==> src/rtl/mesi_pkg.sv <==
// Shared types for the MESI directory: line states, directory FSM states
// and the kind of request being serviced.
package mesi_pkg;

  typedef enum logic [1:0] {
    LINE_I,
    LINE_S,
    LINE_E,
    LINE_M
  } line_state_e;

  typedef enum logic [1:0] {
    IDLE,
    INVAL,
    WAIT_ACK,
    GRANT
  } dir_state_e;

  typedef enum logic {
    RD,
    UPG
  } req_kind_e;

endpackage

==> src/rtl/rr_arbiter.sv <==
// Combinational round-robin arbiter: scans the request vector starting at
// ptr and returns the first requester as a one-hot winner.
module rr_arbiter
  import mesi_pkg::*;
#(
  parameter int NUM_CORES = 4,
  parameter int IDW       = $clog2(NUM_CORES)
) (
  input  logic [NUM_CORES-1:0] req,
  input  logic [IDW-1:0]       ptr,
  output logic [NUM_CORES-1:0] gnt,
  output logic                 valid
);

  logic [IDW-1:0] idx;

  // Walk the cores from ptr upward with wrap-around; first hit wins
  always_comb begin
    gnt   = '0;
    valid = 1'b0;
    idx   = '0;
    for (int k = 0; k < NUM_CORES; k++) begin
      idx = IDW'((int'(ptr) + k) % NUM_CORES);
      if (!valid && req[idx]) begin
        gnt[idx] = 1'b1;
        valid    = 1'b1;
      end
    end
  end

endmodule

==> src/rtl/mesi_dir_arbiter.sv <==
// Per-line MESI directory controller: arbitrates read-fill and upgrade
// requests, invalidates sharers/owner, collects acks and grants the winner.
module mesi_dir_arbiter
  import mesi_pkg::*;
#(
  parameter int NUM_CORES   = 4,
  parameter int ACK_TIMEOUT = 64,
  parameter int IDW         = $clog2(NUM_CORES)
) (
  input  logic                 clk,
  input  logic                 rst_n,
  input  logic [NUM_CORES-1:0] rd_req,
  input  logic [NUM_CORES-1:0] upg_req,
  input  logic [NUM_CORES-1:0] inval_ack,
  input  logic [NUM_CORES-1:0] wb_valid,
  output logic [NUM_CORES-1:0] remote_inval,
  output logic [NUM_CORES-1:0] grant_exclusive,
  output logic [NUM_CORES-1:0] rd_grant,
  output logic                 l2_wb_strobe,
  output logic                 busy,
  output logic                 timeout_err,
  output logic [NUM_CORES-1:0] sharers,
  output logic                 owner_valid,
  output logic [IDW-1:0]       owner_id
);

  localparam int TW = $clog2(ACK_TIMEOUT) + 1;
  localparam logic [NUM_CORES-1:0] ONE = {{(NUM_CORES-1){1'b0}}, 1'b1};

  dir_state_e           state_q, state_d;
  logic [IDW-1:0]       rr_ptr_q, win_q, arb_idx;
  req_kind_e            kind_q, arb_kind, grant_kind;
  logic [NUM_CORES-1:0] pending_q, pending_d, targets_q;
  logic [NUM_CORES-1:0] eff_req, arb_oh, arb_targets, owner_oh, acc_ack, grant_oh;
  logic                 arb_valid, timeout_hit;
  logic [TW-1:0]        timer_q;

  assign eff_req = rd_req | upg_req;
  assign acc_ack = inval_ack & pending_q;

  rr_arbiter #(
    .NUM_CORES(NUM_CORES),
    .IDW      (IDW)
  ) u_arb (
    .req  (eff_req),
    .ptr  (rr_ptr_q),
    .gnt  (arb_oh),
    .valid(arb_valid)
  );

  // Decode the winner and work out whom it must invalidate; a core raising both requests is an upgrade
  always_comb begin
    arb_idx = '0;
    for (int i = 0; i < NUM_CORES; i++) begin
      if (arb_oh[i]) arb_idx = IDW'(i);
    end
    arb_kind    = upg_req[arb_idx] ? UPG : RD;
    owner_oh    = (owner_valid && owner_id != arb_idx) ? (ONE << owner_id) : '0;
    arb_targets = (arb_kind == UPG) ? ((sharers & ~arb_oh) | owner_oh) : owner_oh;
  end

  // Grant goes to the fresh winner on a direct IDLE->GRANT, else to the latched one
  always_comb begin
    grant_oh   = (state_q == IDLE) ? arb_oh : (ONE << win_q);
    grant_kind = (state_q == IDLE) ? arb_kind : kind_q;
  end

  // Next-state logic; acks are honoured in INVAL as well as WAIT_ACK
  always_comb begin
    state_d     = state_q;
    pending_d   = pending_q;
    timeout_hit = 1'b0;
    case (state_q)
      IDLE: begin
        if (arb_valid) begin
          if (arb_targets == '0) begin
            state_d = GRANT;
          end else begin
            pending_d = arb_targets;
            state_d   = INVAL;
          end
        end
      end
      INVAL: begin
        pending_d = pending_q & ~inval_ack;
        state_d   = (pending_d == '0) ? GRANT : WAIT_ACK;
      end
      WAIT_ACK: begin
        pending_d = pending_q & ~inval_ack;
        if (pending_d == '0) begin
          state_d = GRANT;
        end else if (timer_q == TW'(ACK_TIMEOUT - 1)) begin
          pending_d   = '0;
          timeout_hit = 1'b1;
          state_d     = GRANT;
        end
      end
      GRANT:   state_d = IDLE;
      default: state_d = IDLE;
    endcase
  end

  // FSM state, pending mask, ack timer, latched winner and rr pointer
  always_ff @(posedge clk or negedge rst_n) begin
    if (!rst_n) begin
      state_q   <= IDLE;
      pending_q <= '0;
      timer_q   <= '0;
      win_q     <= '0;
      kind_q    <= RD;
      targets_q <= '0;
      rr_ptr_q  <= '0;
    end else begin
      state_q   <= state_d;
      pending_q <= pending_d;
      if (state_q == WAIT_ACK) begin
        timer_q <= timer_q + 1'b1;
      end else if (state_q == GRANT) begin
        timer_q <= '0;
      end
      if (state_q == IDLE && arb_valid) begin
        win_q     <= arb_idx;
        kind_q    <= arb_kind;
        targets_q <= arb_targets;
      end
      if (state_q == GRANT) begin
        rr_ptr_q <= (win_q == IDW'(NUM_CORES - 1)) ? '0 : win_q + 1'b1;
      end
    end
  end

  // Registered pulse and status outputs, computed from the upcoming state
  always_ff @(posedge clk or negedge rst_n) begin
    if (!rst_n) begin
      remote_inval    <= '0;
      grant_exclusive <= '0;
      rd_grant        <= '0;
      l2_wb_strobe    <= 1'b0;
      busy            <= 1'b0;
      timeout_err     <= 1'b0;
    end else begin
      remote_inval    <= (state_d == INVAL) ? pending_d : '0;
      grant_exclusive <= (state_d == GRANT && grant_kind == UPG) ? grant_oh : '0;
      rd_grant        <= (state_d == GRANT && grant_kind == RD) ? grant_oh : '0;
      l2_wb_strobe    <= (state_q == INVAL || state_q == WAIT_ACK) && |(acc_ack & wb_valid);
      busy            <= (state_d != IDLE);
      timeout_err     <= timeout_err | timeout_hit;
    end
  end

  // Directory update as the grant is issued: targets drop out, winner joins
  always_ff @(posedge clk or negedge rst_n) begin
    if (!rst_n) begin
      sharers     <= '0;
      owner_valid <= 1'b0;
      owner_id    <= '0;
    end else if (state_q == GRANT) begin
      sharers <= (sharers & ~targets_q) | (ONE << win_q);
      if (kind_q == UPG) begin
        owner_valid <= 1'b1;
        owner_id    <= win_q;
      end else if (owner_valid && targets_q[owner_id]) begin
        owner_valid <= 1'b0;
      end
    end
  end

endmodule

==> config.mk <==
export PLATFORM = sky130hd
export DESIGN_NAME = mesi_dir_arbiter
export DESIGN_NICKNAME = d
export VERILOG_FILES = /design/src/rtl/mesi_pkg.sv /design/src/rtl/rr_arbiter.sv /design/src/rtl/mesi_dir_arbiter.sv
export SDC_FILE = /design/constraint.sdc
export NUM_CORES = 1
export LEC_CHECK = 0
export BUFFER_PORTS_ARGS = -buffer_cell sky130_fd_sc_hd__buf_2
export CORE_MARGIN = 10
export CORE_UTILIZATION = 40
export DETAILED_ROUTE_END_ITERATION = 8
export REMOVE_ABC_BUFFERS = 1
export SYNTH_ARGS = -nofsm -noshare
export SYNTH_HDL_FRONTEND = slang
export SYNTH_SLANG_ARGS = --single-unit
export TNS_END_PERCENT = 20
==> constraint.sdc <==
create_clock -name clk -period 4.75 [get_ports clk]
set_input_delay 0.95 -clock clk [delete_from_list [all_inputs] [get_ports clk]]
set_output_delay 0.95 -clock clk [all_outputs]
set_load 0.03 [all_outputs]
==> Word level (Yosys, flattened, before mapping) <==
Cells that the tools add are included.
{ "word_totals": {"in_bits": 18, "elab_cells": 141, "output_inout_bits": 22, "reg_bits": 44} }
{ "classes": {"n_mux": 58, "n_bitwise": 16, "shifts": 2, "addsub": 5, "n_lt_le_gt_ge": 10, "n_eq_ne": 8, "n_reduce_logical": 26} }
{ "op_table": {"columns": ["cell", "n"], "rows": [
  ["4-bit two-way mux", 14],
  ["4-bit bitwise OR", 6],
  ["1-bit two-way mux", 23],
  ["4-bit bitwise AND", 5],
  ["2-bit by 3-bit < comparator with 1-bit output, second input constant", 6],
  ["2-bit two-way mux", 7],
  ["7-bit two-way mux", 2],
  ["1-bit logical AND", 13],
  ["1-bit binary-select mux with 2-bit select", 6],
  ["4-bit inverter", 3],
  ["4-bit one-hot mux with 3 select lines", 1],
  ["1-bit demux with 2-bit select", 4],
  ["2-bit equality test, second input constant", 4],
  ["2-bit by 1-bit greater-or-equal comparator with 1-bit output, second input constant", 4],
  ["4-bit logical NOT", 2],
  ["2-bit one-hot mux with 4 select lines", 1],
  ["1-bit by 2-bit << shifter with 4-bit output, first input constant", 2],
  ["7-bit by 1-bit adder with 7-bit output, second input constant", 1],
  ["7-bit by 6-bit equality test with 1-bit output, second input constant", 1],
  ["2-bit nonzero test", 3],
  ["2-bit by 1-bit adder with 2-bit output, second input constant", 2],
  ["2-bit adder, second input constant", 2],
  ["2-bit by 1-bit equality test with 1-bit output, second input constant", 2],
  ["2-bit AND reduction", 2],
  ["other kinds (7)", 9]
]} }

==> Longest topological paths before layout <==
Gate-level depths: netlist (run 1).
{ "logic_depth": {"ltp_word": 28, "depth_mapped": 13, "mapped_depth_nobuf": 12} }

==> Cells and area by module <==
A second synthesis (run 1) with hierarchy kept.
{ "hier_totals": {"cells_unflattened": 313, "hier_area_um2": 2906.5} }
{ "by_module_without_submodules": {"columns": ["module", "cells_each", "area_each_um2", "instances"], "rows": [
  ["mesi_dir_arbiter", 251, 2412.3, 1],
  ["rr_arbiter", 62, 494.2, 1]
]} }

==> Worst setup path before layout (run 1) <==
OpenSTA, ideal clock, no wires.
{ "synth_path": {"path_kind": "in2reg", "startpoint": "input upg_req[2]", "endpoint": "register grant_exclusive[0]", "cell_stages": 10, "path_buffers": 1, "t_arrival_ps": 3546, "slack_ps": 1068, "path_cell_list": "buf_6 > or2_0 > mux4_2 > nor4_4 > a2111oi_4 > a211o_2 > o221a_2 > or2_4 > mux2_2 > nor3b_2"} }
{ "synth_between": {"elab_chain_cells": 28} }
{ "synth_rtl": {"columns": ["item", "line_no", "text"], "rows": [
  ["start: declaration", "mesi_dir_arbiter.sv:13", "input logic [NUM_CORES-1:0] upg_req,"],
  ["4-bit bitwise OR", "mesi_dir_arbiter.sv:38", "assign eff_req = rd_req | upg_req;"],
  ["1-bit binary-select mux with 2-bit select", "rr_arbiter.sv:24", "if (!valid && req[idx]) begin"],
  ["1-bit two-way mux (not written as such)", "rr_arbiter.sv:24", null],
  ["1-bit two-way mux", "rr_arbiter.sv:24", null],
  ["1-bit logical NOT", "rr_arbiter.sv:24", null],
  ["1-bit logical AND", "rr_arbiter.sv:24", null],
  ["1-bit two-way mux", "rr_arbiter.sv:24", null],
  ["1-bit logical NOT", "rr_arbiter.sv:24", null],
  ["[... 12 more ...]", null, null],
  ["4-bit two-way mux", "mesi_dir_arbiter.sv:59", "arb_targets = (arb_kind == UPG) ? ((sharers & ~arb_oh) | owner_oh) : owner_oh;"],
  ["4-bit logical NOT", "mesi_dir_arbiter.sv:76", "if (arb_targets == '0) begin"],
  ["2-bit two-way mux", "mesi_dir_arbiter.sv:76", null],
  ["2-bit two-way mux", "mesi_dir_arbiter.sv:75", "if (arb_valid) begin"],
  ["2-bit one-hot mux with 4 select lines", "mesi_dir_arbiter.sv:73", "case (state_q)"],
  ["2-bit equality test", "mesi_dir_arbiter.sv:143", "grant_exclusive <= (state_d == GRANT && grant_kind == UPG) ? grant_oh : '0;"],
  ["1-bit logical AND", "mesi_dir_arbiter.sv:143", null],
  ["4-bit two-way mux *", "mesi_dir_arbiter.sv:143", null],
  ["end signal: assignment", "mesi_dir_arbiter.sv:143", null],
  ["end: declaration", "mesi_dir_arbiter.sv:17", "output logic [NUM_CORES-1:0] grant_exclusive,"]
]} }
Every way passes the cells marked *; elsewhere a longest branch is shown, timed or not. The select of a mux whose other input is x is not followed.
A chain may end at the register's enable or synchronous reset.

==> Worst setup path in the final report (run 1) <==
{ "layout_path": {"startpoint": "register rr_ptr_q[0]", "endpoint": "register remote_inval[0]"} }
{ "layout_between": {"elab_chain_cells": 26} }
{ "layout_rtl": {"columns": ["item", "line_no", "text"], "rows": [
  ["start: declaration", "mesi_dir_arbiter.sv:31", "logic [IDW-1:0] rr_ptr_q, win_q, arb_idx;"],
  ["start signal: assignment", "mesi_dir_arbiter.sv:127", "rr_ptr_q <= (win_q == IDW'(NUM_CORES - 1)) ? '0 : win_q + 1'b1;"],
  ["branches (longest 25 deep; another with 2-bit by 3-bit < comparator with 1-bit output)", null, null],
  ["4-bit two-way mux *", "mesi_dir_arbiter.sv:142", "remote_inval <= (state_d == INVAL) ? pending_d : '0;"],
  ["end signal: assignment", "mesi_dir_arbiter.sv:142", null],
  ["end: declaration", "mesi_dir_arbiter.sv:16", "output logic [NUM_CORES-1:0] remote_inval,"]
]} }
Mark *: on every way between the ends. The select of a mux whose other input is x is not followed.

==> results of run 1 <==
[final cells by class]
type	count	area (sq um)	share of cell area, %
multi-input combinational	238	1800	53.0
sequential	44	1100	32.5
timing repair buffer	40	203	5.99
tap	99	124	3.66
clock buffer	7	86.3	2.55
inverter	18	67.6	2.00
clock inverter	1	7.51	0.222
[logic make-up after synthesis]
| family | after synthesis | share of synthesized area (%) |
|---|---|---|
| AOI/OAI and AO/OA | 89 | 24.4 |
| xor gates and xnor gates | 1 | 0.290 |
| adders and majority gates | 17 | 7.04 |
| buffers and inverters | 29 | 4.10 |
| DFF | 44 | 36.5 |
| muxes | 9 | 4.72 |
| and+or+nand+nor | 122 | 23.0 |
[path summary, 6_finish.rpt]
check | end | slack, ns | depth (start not counted)
worst max-delay path | remote_inval[0] | 0.61 | 12
worst min-delay path | timer_q[6] | 0.47 | 1
worst max register to register | remote_inval[0] | 0.61 | 12
worst min register to register | timer_q[6] | 0.47 | 1
max in group asynchronous | timer_q[6] | 3.31 | 1
min in group asynchronous | rd_grant[0] | 0.82 | 1
[sequential cells by signal, summed over array words and instances (netlist names)]
| name | cells |
|---|---|
| sharers | 4 |
| l2_wb_strobe | 1 |
| kind_q | 1 |
| remote_inval | 4 |
| state_q | 2 |
| targets_q | 4 |
| win_q | 2 |
| timeout_err | 1 |
| pending_q | 4 |
| timer_q | 7 |
| rr_ptr_q | 2 |
| owner_id | 2 |
| rd_grant | 4 |
| owner_valid | 1 |
| busy | 1 |
| grant_exclusive | 4 |
[stage by stage]
| step | power, mW | instances | area, sq um | setup WS, ns | hold slack, ns |
|---|---|---|---|---|---|
| CTS | 2.48 | 447 | 3380 | 0.631 | 0.475 |
| finish | 2.47 | 447 | 3380 | 0.609 | 0.474 |
| global placement | 2.22 | 439 | 3290 | 0.699 | 0.454 |
| global route | 2.68 | 447 | 3380 | 0.331 | 0.516 |
| floorplan | 1.84 | 300 | 2960 | 1.09 | 0.443 |
| detailed placement | 2.23 | 439 | 3290 | 0.632 | 0.461 |
[power groups by stage]
stage	sequential, mW	combinational [mW]	clock (mW)
floorplan	0.715	1.12	0
global placement	0.634	1.59	0
detailed placement	0.633	1.59	0
CTS	0.625	1.60	0.257
global route	0.647	1.76	0.275
finish	0.625	1.59	0.250
[per-layer routing]
layer	track usage (%)	share of wire, %
met1	16.9	46
met2	22.0	47
met3	2.51	4.7
met4	5.80	2.5
met5	0	0
[cell usage after synthesis (2+ instances only)]
master / instances
nor4_1: 2
a22o_1: 9
or4_1: 2
and3_1: 4
clkbuf_1: 9
a211oi_1: 2
mux4_2: 4
o31ai_1: 3
nor3b_2: 5
nand2b_1: 3
o2bb2ai_1: 2
o32ai_1: 2
mux2i_1: 3
or2_4: 2
a21o_1: 2
a31oi_1: 4
ha_1: 17
nor3_2: 4
nor3_1: 12
buf_6: 2
o211ai_1: 6
a21oi_1: 8
nand4_1: 3
inv_1: 17
dfrtp_1: 44
mux2_2: 2
o21bai_1: 7
a22oi_1: 4
nand2_1: 32
o21ai_0: 14
a31o_2: 2
a2111oi_4: 2
and2_1: 4
nor2_1: 21
o2111ai_1: 2
nor3b_1: 3
nand3_1: 8
o21ai_2: 2
or2_1: 3
==> results.toml, run 1 <==
[sta]
rsz0062_at_grt = "false"
finalMaxSlewViolations = 0
fmax_mhz = 241
slew-limit-headroom_pct = 33.2
max_slew.worst_pin.slew_ns = 1.00
hold_violations = 0
min_period_over_period_pct = 87.2
finalSetupViolations = 0
tns_ns = 0
finalCriticalPeriod_ns = 4.14
finClkSkew_ns = 0.00778

[cts]
h-tree-depth = 2
cts_buffers = 5
post_cts_buffers = 0
cts_resized = 0
clockBufferDepth = 2
worstSkewPairLatency_ns = 0.29
cts.sinks = 44
clk_pin_slew_ns = 0.09
cts_hold_buf = 0
root_buffer = "clkbuf_8"
cts_tree = "done"

[detailed_routing]
via_per_inst = 5.68
wl_um = 7650
dr_total_vias = 2540
drc = 0
firstDrtPassIters = 4
ant_nets = 0
drt_iter0_drc = 170
drt-wirelength-per-cell_um = 17.1

[layout]
fill_cells = 729
drive_above_1_share_pct = 24.7
syn2layout_area_growth_pct = 12.1
layout_commonest_cell = "dfrtp_1"
antennaDiodeCount = 0
finish.utilization_pct = 46.4
nets = 382
layout_common_cells = "dfrtp_1 (44), buf_2 (39), nand2_1 (32)"

[synthesis]
synthDistinctLibCells = 73
avgSynthCellArea_sq_um = 9.71
synth_top_area_share_pct = 36.5
netlist_top_cells_area = "dfrtp_1 (36%), ha_1 (7.0%), nand2_1 (4.0%), mux4_2 (3.0%), a22o_1 (2.6%)"
synth_area_sq_mm = 0.00302
dominantRegCellSynth = "dfrtp_1"
synth.largest_area_cell = "dfrtp_1"
synth_edf_count = 0
yosysSeqAreaShare_pct = 36.5
synth_seq_cells = 44
synthCells = 311
synth-async-reset-ratio_pct = 100
yosysWarningCount = 0

[hold_path]
hp-start = "timer_q[6]"
hp-class = "flop to flop"

[grt]
grt_max_degree = 45
overflow = 0
track_usage_pct = 13.4
grt_pass1_vias = 2552
grt_pass1_wl_um = 12800
antenna_found_initial = 0

[floorplanning]
dieArea_sq_mm = 0.0114
rows = 31
chipWidth_um = 107
core_sq_mm = 0.00729
initial_utilization_pct = 41.4
die_y_um = 107
io_pins = 40

[pwr]
ir_worst_vdd_mv = 0.231
clockPowerShare_pct = 10.1
power_density_mw_per_mm2 = 729
pwr-share-comb_pct = 64.5
p_seq_share_pct = 25.3
internal-power_mw = 1.22
p_switching_mw = 1.25
p_sw_share_pct = 50.7
p_leak_nw = 1.50

[setup_path]
slowest_delay_ns = 0.63
crit_path_start = "rr_ptr_q[0]"
cp.arrival_ns = 4.34
cp-end-kind = "flop"
critical_path_class = "flop to flop"
cp_top_family = "compound AO/OA/AOI/OAI gates"
critPathBufInv = 1
cp.required_ns = 4.95
crit_chain = "inv_1 > ha_1 > or3b_2 > mux2i_1 > a32o_1 > a221o_1 > or2_1 > nor2_2 > a2111oi_2 > a21oi_2 > o311a_4 > a2111oi_4"
critPathMaxFanout = 15
crit_slowest_cell = "dfrtp_1"
start_kind = "flop"
worstReg2RegStart = "rr_ptr_q[0]"

[placed_design]
gp_congestion = 0.906
port_buffers = 39
dpl.hpwl_um = 5960

[run_status]
outcome = "complete, no violations"

[run]
drv_cap = 0
Power figures use the tool's default switching activity.
==> inputs of run 2 (changes only) <==
Settings changed: CELL_PAD_IN_SITES_DETAIL_PLACEMENT set to 2, CELL_PAD_IN_SITES_GLOBAL_PLACEMENT set to 2, CORE_UTILIZATION 40 to 37, PLACE_DENSITY_LB_ADDON set to 0.1, REMOVE_ABC_BUFFERS 1 to unset.
==> run 2 against run 1 <==
Compared with the run above: power grew 6.4%; critical path depth unchanged; clock power grew 21%; largest cell class unchanged; first-iteration DRC count fell by 43%; clock-buffer cell count is 2 lower; largest power group unchanged; critical endpoint unchanged.
==> results.toml, run 2 (synthesis gave the netlist of run 1 again) <==
[run_status]
outcome = "complete, no violations"

[setup_path]
crit_chain = "clkinv_1 > ha_1 > or3b_2 > mux2i_1 > a32o_1 > a221o_1 > or2_1 > nor2_2 > a2111oi_2 > a21oi_2 > o311a_4 > a2111oi_4"
cp.required_ns = 4.96
critical_path_class = "flop to flop"
critPathBufInv = 1
cp_top_family = "compound AO/OA/AOI/OAI gates"
start_kind = "flop"
critPathMaxFanout = 9
cp-end-kind = "flop"
cp.arrival_ns = 4.52
slowest_delay_ns = 0.54
crit_slowest_cell = "dfrtp_1"
ff2ff_setup_slack_ns = 0.44

[floorplanning]
initial_utilization_pct = 38.5
io_pins = 40
core_sq_mm = 0.00785
chipWidth_um = 110
rows = 32
die_y_um = 110
dieArea_sq_mm = 0.0122

[pwr]
ir_worst_vdd_mv = 0.248
p_sw_share_pct = 51.8
p_switching_mw = 1.36
p_leak_nw = 1.52
clockPowerShare_pct = 11.5
power_density_mw_per_mm2 = 767
pwr-share-comb_pct = 64.1
p_seq_share_pct = 24.4
internal-power_mw = 1.27

[detailed_routing]
ant_nets = 0
drt_iter0_drc = 97
drt-wirelength-per-cell_um = 20.7
dr_total_vias = 2640
drc = 0
firstDrtPassIters = 4
wl_um = 9370
via_per_inst = 5.84

[cts]
cts.sinks = 44
cts_buffers = 5
cts_tree = "done"
clk_pin_slew_ns = 0.10
root_buffer = "clkbuf_8"
clockBufferDepth = 2
worstSkewPairLatency_ns = 0.31
cts_hold_buf = 0
h-tree-depth = 2

[sta]
max_slew.worst_pin.slew_ns = 0.654
fmax_mhz = 232
hold_violations = 0
rsz0062_at_grt = "false"
finClkSkew_ns = 0.0148
finalWorstSetupSlack_ns = 0.435
finalMaxSlewViolations = 0
finalCriticalPeriod_ns = 4.31
min_period_over_period_pct = 90.8
finalSetupViolations = 0
hold_ws_ns = 0.480
slew-limit-headroom_pct = 56.2
tns_ns = 0

[grt]
antenna_found_initial = 0
overflow = 0
grt_pass1_vias = 2838
track_usage_pct = 16.0
grt_pass1_wl_um = 15500
grt_max_degree = 45

[placed_design]
place_ws_ns = 0.319
dpl.hpwl_um = 7330
gp_congestion = 0.874
port_buffers = 39

[layout]
multi_input_area_sq_mm = 0.00180
layout_common_cells = "dfrtp_1 (43), buf_2 (39), nand2_1 (32)"
finish.utilization_pct = 43.7
layout_commonest_cell = "dfrtp_1"
antennaDiodeCount = 0
drive_above_1_share_pct = 25.7
fill_cells = 909
largest_register_ffs = 7
nets = 384
regMostFlops = "timer_q"
syn2layout_area_growth_pct = 13.4
register_area_sq_mm = 0.00110

[run]
drv_cap = 0

[synthesis]
synthesis.nets = 346

[hold_path]
hp-class = "flop to flop"
## run 2: through the flow
stage / std cells / instance area [sq um] / power (mW)
3_5_place_dp: 444 / 3310 / 2.33
4_1_cts: 452 / 3420 / 2.65
6_report: 452 / 3430 / 2.63
3_3_place_gp: 444 / 3310 / 2.27
2_1_floorplan: 311 / 3020 / 1.86
5_1_grt: 452 / 3430 / 2.85
## run 2: worst paths after layout
path,cells after the start,from,end
setup / recovery,12,rr_ptr_q[1],remote_inval[0]
hold / removal,1,timer_q[6],timer_q[6]
setup reg to reg,12,rr_ptr_q[1],remote_inval[0]
hold reg to reg,1,timer_q[6],timer_q[6]
max in group asynchronous,2,rst_n,rr_ptr_q[0]
min in group asynchronous,2,rst_n,sharers[1]
## run 2: layout make-up
type,count,share of cell area [%]
timing repair buffer,42,6.36
tap,102,3.73
clock buffer,5,2.01
clock inverter,3,1.35
inverter,18,1.97
multi-input combinational,238,52.4
sequential,44,32.2
## run 2: layer usage
| layer | track usage [%] | vias to the layer above | share of wire (%) |
|---|---|---|---|
| met5 | 0 | - | 0 |
| met4 | 4.13 | 0 | 1.3 |
| met3 | 3.25 | 10 | 4.6 |
| met2 | 25.5 | 49 | 48 |
| met1 | 21.6 | 1352 | 46 |
| li1 | - | 1229 | - |
## run 2: power groups by stage
| stage | Clock [mW] | Combinational (mW) | Sequential (mW) |
|---|---|---|---|
| global placement | 0 | 1.63 | 0.639 |
| detailed placement | 0 | 1.68 | 0.646 |
| floorplan | 0 | 1.16 | 0.700 |
| finish | 0.303 | 1.68 | 0.641 |
| global route | 0.327 | 1.86 | 0.664 |
| CTS | 0.310 | 1.70 | 0.642 |
## run 2: timing repair
item	in CTS	in global routing
setup endpoints to repair	0	4
gates resized for setup	0	1
endpoints found under the hold margin	0	0
buffers inserted	0	0
## run 2: worst register-to-register path, delay by kind of cell, from the launching register on
kind / cells / cell delay [ns]
adder cells (fa/ha/maj): 1 / 0.49
buffers and inverters: 1 / 0.32
AO/OA/AOI/OAI: 6 / 1.81
multiplexers: 1 / 0.15
AND/OR/NAND/NOR: 3 / 0.92
flip-flops: 1 / 0.54
